`config.mk`:
```
export PLATFORM = sky130hd
export DESIGN_NAME = target_setting_entry
export DESIGN_NICKNAME = d
export VERILOG_FILES = /design/src/rtl/target_setting_entry.sv
export SDC_FILE = /design/constraint.sdc
export NUM_CORES = 1
export LEC_CHECK = 0
export CORE_ASPECT_RATIO = 1.25
export CORE_MARGIN = 3
export CORE_UTILIZATION = 25
export CTS_CLUSTER_SIZE = 16
export DETAILED_ROUTE_END_ITERATION = 7
export GPL_TIMING_DRIVEN = 0
export HOLD_SLACK_MARGIN = 0.06
export SLEW_MARGIN = 10
export SYNTH_ARGS = -nofsm -noshare
export SYNTH_HDL_FRONTEND = slang
export SYNTH_SLANG_ARGS = --single-unit
```
`constraint.sdc`:
```
create_clock -name clk_1khz -period 5.55 [get_ports clk_1khz]
set_input_delay 0.8325 -clock clk_1khz [delete_from_list [all_inputs] [get_ports clk_1khz]]
set_output_delay 0.8325 -clock clk_1khz [all_outputs]
set_load 0.02 [all_outputs]
```
`src/rtl/target_setting_entry.sv`:
```
// Operator target entry: debounced buttons edit 3+2 BCD digits, then hand them off via start_req/start_ack.
// Latency: press event 2+DEBOUNCE_MS cycles after a stable raw edge; outputs update one cycle after the event.
// Backpressure: start_req holds until start_ack; targets frozen until EDIT re-entered. Optional: SETTING_AUTOREPEAT_EN.
module target_setting_entry #(
    parameter int DEBOUNCE_MS     = 20,
    parameter int REPEAT_DELAY_MS = 500,
    parameter int REPEAT_RATE_MS  = 200
) (
    input  logic       clk_1khz,
    input  logic       switch_clr,
    input  logic       btn_pos,
    input  logic       btn_inc,
    input  logic       btn_start,
    input  logic       edit_en,
    input  logic       start_ack,
    output logic [3:0] target_pills1,
    output logic [3:0] target_pills2,
    output logic [3:0] target_pills3,
    output logic [3:0] target_bottles1,
    output logic [3:0] target_bottles2,
    output logic [2:0] cursor,
    output logic [4:0] digit_blink,
    output logic       start_req,
    output logic       key_click,
    output logic       cfg_err
);

    typedef enum logic [1:0] {ST_EDIT, ST_REQ, ST_LOCKED} state_t;

    localparam int DB_W = $clog2(DEBOUNCE_MS + 1);
    localparam logic [DB_W-1:0] DB_LAST = DB_W'(DEBOUNCE_MS - 1);

    // Button bit order: 0 = pos, 1 = inc, 2 = start.
    logic [2:0]      sync1, sync2, deb, deb_d, press;
    logic [DB_W-1:0] db_cnt [3];

    state_t     state;
    logic [3:0] dig [5];
    logic       accept, pos_ev, inc_ev, start_ev, rep_fire, targets_empty;
    logic [2:0] cur_nx;
    logic [3:0] dig_nx;

    function automatic logic [4:0] onehot(input logic [2:0] c);
        onehot = 5'b00001 << c;
    endfunction

    // Two-flop synchronizer for the asynchronous raw buttons.
    always_ff @(posedge clk_1khz or negedge switch_clr) begin
        if (!switch_clr) begin
            sync1 <= '0;
            sync2 <= '0;
        end else begin
            sync1 <= {btn_start, btn_inc, btn_pos};
            sync2 <= sync1;
        end
    end

    // Debounced level follows the synchronized value only after DEBOUNCE_MS straight cycles of disagreement.
    always_ff @(posedge clk_1khz or negedge switch_clr) begin
        if (!switch_clr) begin
            deb   <= '0;
            deb_d <= '0;
            for (int b = 0; b < 3; b++) db_cnt[b] <= '0;
        end else begin
            deb_d <= deb;
            for (int b = 0; b < 3; b++) begin
                if (sync2[b] != deb[b]) begin
                    if (db_cnt[b] == DB_LAST) begin
                        deb[b]    <= sync2[b];
                        db_cnt[b] <= '0;
                    end else begin
                        db_cnt[b] <= db_cnt[b] + 1'b1;
                    end
                end else begin
                    db_cnt[b] <= '0;
                end
            end
        end
    end

    assign press    = deb & ~deb_d;
    assign accept   = (state == ST_EDIT) && edit_en;
    assign pos_ev   = accept && press[0];
    assign inc_ev   = accept && (press[1] || rep_fire);
    assign start_ev = accept && press[2];

    assign cur_nx        = (cursor == 3'd4) ? 3'd0 : cursor + 3'd1;
    assign dig_nx        = (dig[cursor] == 4'd9) ? 4'd0 : dig[cursor] + 4'd1;
    assign targets_empty = ({dig[2], dig[1], dig[0]} == 12'd0) || ({dig[4], dig[3]} == 8'd0);

`ifdef SETTING_AUTOREPEAT_EN
    localparam int RP_MAX = (REPEAT_DELAY_MS > REPEAT_RATE_MS) ? REPEAT_DELAY_MS : REPEAT_RATE_MS;
    localparam int RP_W   = $clog2(RP_MAX + 1);
    localparam logic [RP_W-1:0] RP_DLY = RP_W'(REPEAT_DELAY_MS - 1);
    localparam logic [RP_W-1:0] RP_RATE = RP_W'(REPEAT_RATE_MS - 1);

    logic            rep_on, rep_first;
    logic [RP_W-1:0] rep_cnt;

    assign rep_fire = rep_on && deb[1] && accept && (rep_cnt == (rep_first ? RP_DLY : RP_RATE));

    // Auto-repeat timer: armed by an inc press, killed by release, pos, start or leaving editable EDIT.
    always_ff @(posedge clk_1khz or negedge switch_clr) begin
        if (!switch_clr) begin
            rep_on    <= 1'b0;
            rep_first <= 1'b0;
            rep_cnt   <= '0;
        end else if (!accept || !deb[1] || press[0] || press[2]) begin
            rep_on <= 1'b0;
        end else if (press[1]) begin
            rep_on    <= 1'b1;
            rep_first <= 1'b1;
            rep_cnt   <= '0;
        end else if (rep_on) begin
            if (rep_fire) begin
                rep_cnt   <= '0;
                rep_first <= 1'b0;
            end else begin
                rep_cnt <= rep_cnt + 1'b1;
            end
        end
    end
`else
    localparam int unused_repeat_cfg = REPEAT_DELAY_MS + REPEAT_RATE_MS;
    assign rep_fire = 1'b0;
`endif

    // Edit/handshake state machine; all outputs registered.
    always_ff @(posedge clk_1khz or negedge switch_clr) begin
        if (!switch_clr) begin
            state       <= ST_EDIT;
            cursor      <= 3'd0;
            start_req   <= 1'b0;
            key_click   <= 1'b0;
            cfg_err     <= 1'b0;
            digit_blink <= 5'd0;
            for (int d = 0; d < 5; d++) dig[d] <= 4'd0;
        end else begin
            key_click <= 1'b0;
            cfg_err   <= 1'b0;
            case (state)
                ST_EDIT: begin
                    digit_blink <= edit_en ? onehot(cursor) : 5'd0;
                    if (start_ev) begin
                        if (targets_empty) begin
                            cfg_err <= 1'b1;
                        end else begin
                            state       <= ST_REQ;
                            start_req   <= 1'b1;
                            key_click   <= 1'b1;
                            digit_blink <= 5'd0;
                        end
                    end else if (pos_ev || inc_ev) begin
                        key_click <= 1'b1;
                        if (inc_ev) dig[cursor] <= dig_nx;
                        if (pos_ev) begin
                            cursor      <= cur_nx;
                            digit_blink <= onehot(cur_nx);
                        end
                    end
                end
                ST_REQ: begin
                    digit_blink <= 5'd0;
                    if (start_ack) begin
                        state     <= ST_LOCKED;
                        start_req <= 1'b0;
                    end
                end
                default: begin
                    if (edit_en) begin
                        state       <= ST_EDIT;
                        digit_blink <= onehot(cursor);
                    end else begin
                        digit_blink <= 5'd0;
                    end
                end
            endcase
        end
    end

    assign target_pills1   = dig[0];
    assign target_pills2   = dig[1];
    assign target_pills3   = dig[2];
    assign target_bottles1 = dig[3];
    assign target_bottles2 = dig[4];

endmodule

```
# Word level (Yosys, flattened, before mapping)
# Index checks and enable logic that the tools add are counted.
# word_totals
reg_bits,60
output_inout_bits,31
# op_classes
n_addsub,5
magnitude_cmp,2
eq_ne,12
shift,2
mux,36
bitwise_logic,4
reduce_logical,19
# op_table
op,count
$mux 5,11
$bwmux 20,1
$mux 4,4
$reduce_and 4->1,4
$add 5x1->5 const B,3
$eq 5x5->1 const B,3
$bmux 4 s3,1
$demux 4 s3,1
$logic_not 12->1,1
$mux 1,10
$pmux 5 s2,1
$shl 1x3->5 const A,2
$logic_not 8->1,1
$mux 2,4
$ne 2x2->1 const B,3
$reduce_and 2->1,3
$logic_and 1x1->1,5
$add 4x1->4 const B,1
$eq 4x4->1 const B,1
$ge 4x4->1 const B,1
$lt 4x1->1 const B,1
$not 3->4,1
$pmux 2 s2,1
$add 3x1->3 const B,1
12 further kinds,15

# Logic depth before layout (Yosys ltp)
# Gate-level depths: netlist of the first run.
# depth
word_depth,7
depth_mapped,9
mapped_depth_nobuf,7

# Least setup slack after synthesis of the first run
# OpenSTA, ideal clock, no wires.
# synth_path
path_type,input to register
startpoint,input port edit_en
endpoint,"register dig, in the netlist target_pills2[1]"
setup_time_ns,0.125
arrival_ns,1.852
setup_slack_ns,3.573
cell_stages,5
path_buffers,1
path_cell_list,nor3b_4 -> and4_1 -> buf_2 -> nand3_1 -> mux2_2
# synth_between
elab_chain_cells,4
word_cells_on_any_way,7
cone_classes,1 x bitwise; 6 x reduce/logical
# synth_rtl
item,line_no,source
"start, declared",14,"input logic edit_en,"
$logic_and 1x1->1 *,82,assign accept = (state == ST_EDIT) && edit_en;
$logic_and 1x1->1 (on tied branches),"83, 84, 85",
$logic_or 1x1->1 / $not 1->1 (equally long branches),n/a,
$reduce_and 4->1 (no source line) *,n/a,
"end signal, assigned by index",155,if (inc_ev) dig[cursor] <= dig_nx;
"end, declared",38,logic [3:0] dig [5];
# Mark *: on every way between the ends. The rest lies on a longest branch, timed or not.
# A chain may end at the register's enable or synchronous reset.

# Final worst setup path of the first run
# layout_path
startpoint,input port edit_en
endpoint,"register dig, in the netlist target_pills3[3]"
# Same word-level chain as after synthesis.

==> reports/metrics.yaml, run 1 <==
setup_path:
  crit_required_ps: 5750
  critPathArrivalTime_ps: 2710
  cp-end-kind: "flop"
  cp_max_fo: 8
  startpoint_type: "input port"
  crit_type: "input port to flop"
  critPathMaxStageDelay_ps: 590
  crit_slowest_cell: "clkdlybuf4s50_1"
  crit_path_cell_trace: "clkdlybuf4s50_1 > nor3b_4 > and4_1 > buf_2 > nand3_1 > a211oi_1 > a21oi_1"
sta:
  fin_hold_ws_ps: 347
  fin_crit_sh_pct: 45.2
  rsz0062_at_grt: "no"
  hold_viol_final: 0
  finalClockSkew_ps: 9.53
  layout_min_cycle_time_ps: 2510
  tightest_slew_ps: 758
  clock.fmax_mhz: 398
  slew_violations: 0
  setup-tns-final_ps: 0
  relSlewSlack_pct: 49.5
  setup-violations-final: 0
logic_synthesis:
  synth_edf_count: 0
  synthAdderAreaFrac_pct: 3.33
  synthMuxAreaShare_pct: 8.65
  yosys_warnings: 0
  syn_area_um2: 3010
  syn_nets: 289
  synthSimpleGateAreaFrac_pct: 18.0
  syn_inst: 274
  synth_area_leader_cell: "dfrtp_1"
  ys_top_cells_by_area: "dfrtp_1 (50%), mux2_2 (5.6%), nand2_1 (3.7%), ha_1 (3.3%), o21ai_0 (2.5%)"
  ys.flop_type: "dfrtp_1"
  avgSynthCellArea_um2: 11.0
  synthArstFlopShare_pct: 100
  yosysSeqAreaShare_pct: 49.9
  synth_seq_cells: 60
  synth_top_family_by_area: "simple AND/OR/NAND/NOR gates"
  synth_cell_types: 54
  synth-compound-area-share_pct: 14.7
  synth_xor_xnor_area_share_pct: 2.87
  synth_top_area_share_pct: 49.9
clock_network:
  cts_max_level: 3
  cts_buffer_depth: 2
  cts_setup_buffers: 0
  cts_resized: 0
  root_buffer: "clkbuf_16"
  clk_latency_ps: 330
  clkSinkCount: 60
  cts_tree: "done"
  holdBufCountCts: 0
  path_clk_slew_ps: 50
  numCtsBuffers: 9
min_path:
  hold_class: "flop to flop"
routing:
  drcViolationCount: 0
  ant_nets: 0
  wl_per_cell_um: 13.7
  dr.pass1.iters: 6
  via_per_inst: 4.63
  drt-total-wl_mm: 6.68
  drtIter0Drc: 85
  via_count: 2259
pwr:
  switching_power_mw: 0.212
  p_int_mw: 0.828
  leakagePower_nw: 1.66
  ir_drop_v: 0.000152
  power_frac_comb_pct: 2.8
  p_seq_share_pct: 43.4
  cellPowerDensity_nw_per_um2: 268
  clock_power_share_pct: 53.8
  swShare_pct: 20.4
finish:
  drive_above_1_share_pct: 17.4
  fin_nets: 337
  fillers: 1219
  antennaDiodeCount: 0
  utilization_pct: 33.3
  layout_commonest_cell: "dfrtp_1"
  synthToLayoutAreaGrowth_pct: 29.0
  seq_area_um2: 1500
  layout_common_cells: "dfrtp_1 (60), clkdlybuf4s50_1 (36), nand2_1 (30), nor2_1 (19)"
  multi_input_area_um2: 1430
floorplan:
  die-area_um2: 13400
  fp-row-count: 44
  core_um2: 11700
  die_w_um: 104
  initial_core_util_pct: 25.8
  fp.dieH_um: 129
  ios: 38
job:
  cap_violations: 0
global_route:
  grt_pass1_vias: 2225
  grt.overflow.total: 0
  grt_pass1_wl_mm: 11.2
  grtUsageTotal_pct: 10.5
  grt_start_max_net_pins: 61
  antenna_found_initial: 0
placement:
  hpwl_mm: 4.83
  gp_congestion: 0.797
  io_buffers: 37
status:
  status: "finished, final reports clean"
==> worst max-delay path, delay by kind of cell <==
kind / cells / cell delay [ps]
AND/OR/NAND/NOR: 3 / 740
AO/OA/AOI/OAI: 2 / 350
buffers and inverters: 2 / 770
==> kinds of logic (layout without fill, tap and decap cells) <==
| kind of cell | count (synthesis) | in the layout |
|---|---|---|
| AO/OA/AOI/OAI | 57 | 57 |
| multiplexers | 22 | 22 |
| XOR/XNOR | 9 | 9 |
| AND/OR/NAND/NOR | 103 | 103 |
| adder cells (fa/ha/maj) | 8 | 8 |
| flip-flops | 60 | 60 |
| buffers and inverters | 15 | 68 |
==> registers in the layout, summed over array words and instances (netlist names), 3 cells and up <==
register and cells:
db_cnt 15, digit_blink 5, target_bottles1 4, target_bottles2 4, target_pills1 4, target_pills2 4, target_pills3 4, cursor 3
deb 3, deb_d 3, sync1 3, sync2 3
==> cells in the mapped netlist, drive strengths merged, types with 3 or more instances <==
cell type	number
buf	6
mux2	20
a31oi	7
nand2	30
nand2b	3
xor2	3
nor2	20
dfrtp	60
nor2b	6
nor4	6
nor3	4
a22oi	3
o21ai	17
nand3	13
a21oi	11
nand3b	5
and3b	4
o211ai	3
nor3b	5
ha	8
xnor2	6
a211oi	5
inv	8
==> final cells by class <==
cell class,instances,share of cell area (%)
flip-flops and latches,60,38.7
multi-input cells,199,36.9
repair buffers,37,9.47
clock buffers,12,6.61
well taps,161,5.19
clock inverters,4,1.22
plain buffers,7,1.16
inverters,8,0.773
==> final timing paths <==
kind,startpoint,end,slack (ps),cells after the start
max in group asynchronous,switch_clr,digit_blink[4],4480,1
worst max register to register,cursor[1],digit_blink[2],3390,9
worst min-delay path,sync1[2],sync2[2],350,0
worst max-delay path,edit_en,target_pills3[3],3040,7
worst min register to register,sync1[2],sync2[2],350,0
min in group asynchronous,switch_clr,target_pills2[0],580,1
==> power by group through the flow <==
stage | registers [mW] | clock network [mW] | logic [mW]
2_1_floorplan | 0.458 | 0 | 0.0134
3_3_place_gp | 0.458 | 0 | 0.0302
3_5_place_dp | 0.459 | 0 | 0.0307
4_1_cts | 0.451 | 0.573 | 0.0309
5_1_grt | 0.452 | 0.595 | 0.0352
6_report | 0.451 | 0.559 | 0.0296
==> layer usage <==
metal  up-vias  routed length, um  global-route usage [%]
met5         -                  0                       0
met4         0                106                    3.44
met3        11                287                    3.56
met2        52               3410                    18.3
met1      1105               2880                    12.2
li1       1091                  -                       -
==> stage by stage <==
stage	std cells	power [mW]	setup slack, ps	cell area (um2)
after global placement	472	0.488	1720	3580
after detailed placement	472	0.489	2690	3580
after CTS	488	1.06	3020	3880
after global routing	488	1.08	2810	3880
final	488	1.04	3040	3880
after floorplan	274	0.471	3570	3010
No activity file was read; power rests on OpenSTA's default activity.
==> inputs of run 2 (changes only) <==
clock period = 2.1 ns   (was 5.55 ns; I/O delays follow)
==> run 2 against run 1 <==
Sequential cell count unchanged. Global-route usage unchanged. Worst hold slack got worse by 290 ps. Sequential power increased to 2.6 times the previous value. Utilization increased by 0.45 points. Critical endpoint is now target_pills1[1].
==> reports/metrics.yaml, run 2 (synthesized netlist as in run 1, its figures left out) <==
global_route:
  grt_pass1_vias: 2225  # unchanged
  grt.overflow.total: 0  # unchanged
  grtUsageTotal_pct: 10.5  # unchanged
  grt_pass1_wl_mm: 11.2  # unchanged
  grt_start_max_net_pins: 61  # unchanged
  antenna_found_initial: 0  # unchanged
setup_path:
  regToRegStartpoint: "cursor[0]"
  cp_max_fo: 9  # +1
  cp-end-kind: "flop"
  r2r_end: "target_pills1[1]"
  r2r_slack_ps: 80  # -3310 ps
  crit_slowest_cell: "dfrtp_2"
  startpoint_type: "flop"
  crit_type: "flop to flop"
  crit_path_cell_trace: "buf_6 > and2b_1 > a32o_1 > a211oi_4 > o21bai_4 > mux2_2"
  crit_required_ps: 2300  # -3450 ps
  critPathMaxStageDelay_ps: 430  # -160 ps
  rr_worst_depth: 6  # -3
  critPathArrivalTime_ps: 2220  # -490 ps
routing:
  ant_nets: 0  # unchanged
  via_count: 2287  # +1.2%
  drt-total-wl_mm: 6.78  # +1.4%
  drcViolationCount: 0  # unchanged
  wl_per_cell_um: 13.9  # +1.2%
  via_per_inst: 4.68  # +1.0%
  drtIter0Drc: 109  # +28%
  dr.pass1.iters: 4  # -2
pwr:
  ir_drop_v: 0.000399  # +160%
  leakagePower_nw: 1.67  # +0.36%
  cellPowerDensity_nw_per_um2: 699  # +160%
  p_total_mw: 2.75  # +160%
clock_network:
  cts_max_level: 3  # unchanged
  numCtsBuffers: 9  # unchanged
  clkSinkCount: 60  # unchanged
  holdBufCountCts: 0  # unchanged
  cts_tree: "done"
  clk_latency_ps: 330  # about the same
  root_buffer: "clkbuf_16"
  cts_buffer_depth: 2  # unchanged
  path_clk_slew_ps: 60  # about the same
floorplan:
  initial_core_util_pct: 25.8  # unchanged
  core_um2: 11700  # unchanged
  fp-row-count: 44  # unchanged
  ios: 38  # unchanged
  die-area_um2: 13400  # unchanged
  fp.dieH_um: 129  # unchanged
  die_w_um: 104  # unchanged
job:
  cap_violations: 0  # unchanged
placement:
  hpwl_mm: 4.83  # unchanged
  io_buffers: 37  # unchanged
  gp_congestion: 0.797  # unchanged
finish:
  drive_above_1_share_pct: 19.5  # +2.1 points
  largest_reg_flops: 15  # unchanged
  fin_nets: 338  # +0.30%
  reg.largest.list: "db_cnt: 15 flops, digit_blink: 5 flops"
  synthToLayoutAreaGrowth_pct: 30.8
  layout_commonest_cell: "dfrtp_1"
  antennaDiodeCount: 0  # unchanged
  layout_common_cells: "dfrtp_1 (58), clkdlybuf4s50_1 (36), nand2_1 (29), nor2_1 (18), mux2_2 (15)"
  top_register: "db_cnt"
  fillers: 1211  # -0.66%
sta:
  layout_min_cycle_time_ps: 2020
  hold_viol_final: 0  # unchanged
  tightest_slew_ps: 754  # -3.36 ps
  relSlewSlack_pct: 49.7  # +0.22 points
  setup-tns-final_ps: 0  # unchanged
  clock.fmax_mhz: 495
  slew_violations: 0  # unchanged
  fin_crit_sh_pct: 96.2
  setup-violations-final: 0  # unchanged
  finalClockSkew_ps: 10.6  # +1.05 ps
min_path:
  hold_class: "input port to asynchronous set/reset pin"
status:
  status: "finished, final reports clean"
## run 2: layout make-up
cell class / count / area, um2 / share of cell area (%)
Tap cell: 161 / 201 / 5.12
Sequential cell: 60 / 1500 / 38.2
Timing Repair Buffer: 38 / 375 / 9.54
Multi-Input combinational cell: 199 / 1470 / 37.4
Clock buffer: 12 / 256 / 6.52
Inverter: 8 / 30.0 / 0.763
Buffer: 7 / 47.5 / 1.21
Clock inverter: 4 / 47.5 / 1.21
## run 2: worst max path at each step
stage / from / end / depth (start not counted)
final: cursor[0] / target_pills1[1] / 6
after floorplan: cursor[0] / target_bottles2[2] / 6
after global routing: cursor[1] / digit_blink[2] / 9
after CTS: cursor[1] / digit_blink[2] / 9
after detailed placement: edit_en / target_bottles2[2] / 5
after global placement: switch_clr / digit_blink[1] / 1
## run 2: worst max-delay path, delay by kind of cell (launching register included)
family / cells / cell delay, ps
simple gates: 1 / 230
flops: 1 / 430
compound gates: 3 / 780
mux: 1 / 280
buf+inv: 1 / 160
## run 2: report_power, final
part,internal (mW),leakage (nW),switching [mW]
clock network,0.977,0.149,0.502
logic,0.0332,0.721,0.0464
registers,1.18,0.801,0.0136
## run 2: per-stage QoR
stage	worst slack (ps)	hold WS [ps]	cell area, um2	util (%)	std cells
2_1_floorplan	144	19.4	3010	-	274
3_5_place_dp	-247	337	3580	30.7	472
5_1_grt	-40.2	134	3940	33.7	489
6_report	80.1	57.8	3940	33.7	489
4_1_cts	4.40	94.3	3880	33.3	488
3_3_place_gp	-1220	332	3580	30.7	472
## run 2: what timing repair did
item	in CTS	in global routing
setup endpoints to repair	1	15
endpoints found under the hold margin	0	0
gates cloned	0	0
pin swaps	0	1
buffers inserted	0	1
gates resized for setup	1	11
## run 2: layer usage
layer	global-route usage [%]	up-vias	part of all wire, %
li1	-	1092	-
met1	12.2	1131	42
met2	18.3	57	52
met3	3.56	7	4.8
met4	3.44	0	1.2
met5	0	-	0
==> inputs of run 3 (changes only) <==
CAP_MARGIN = 20   (was default)
==> results of run 3 <==
Final layout, timing and power as in run 2 (identical DEF).
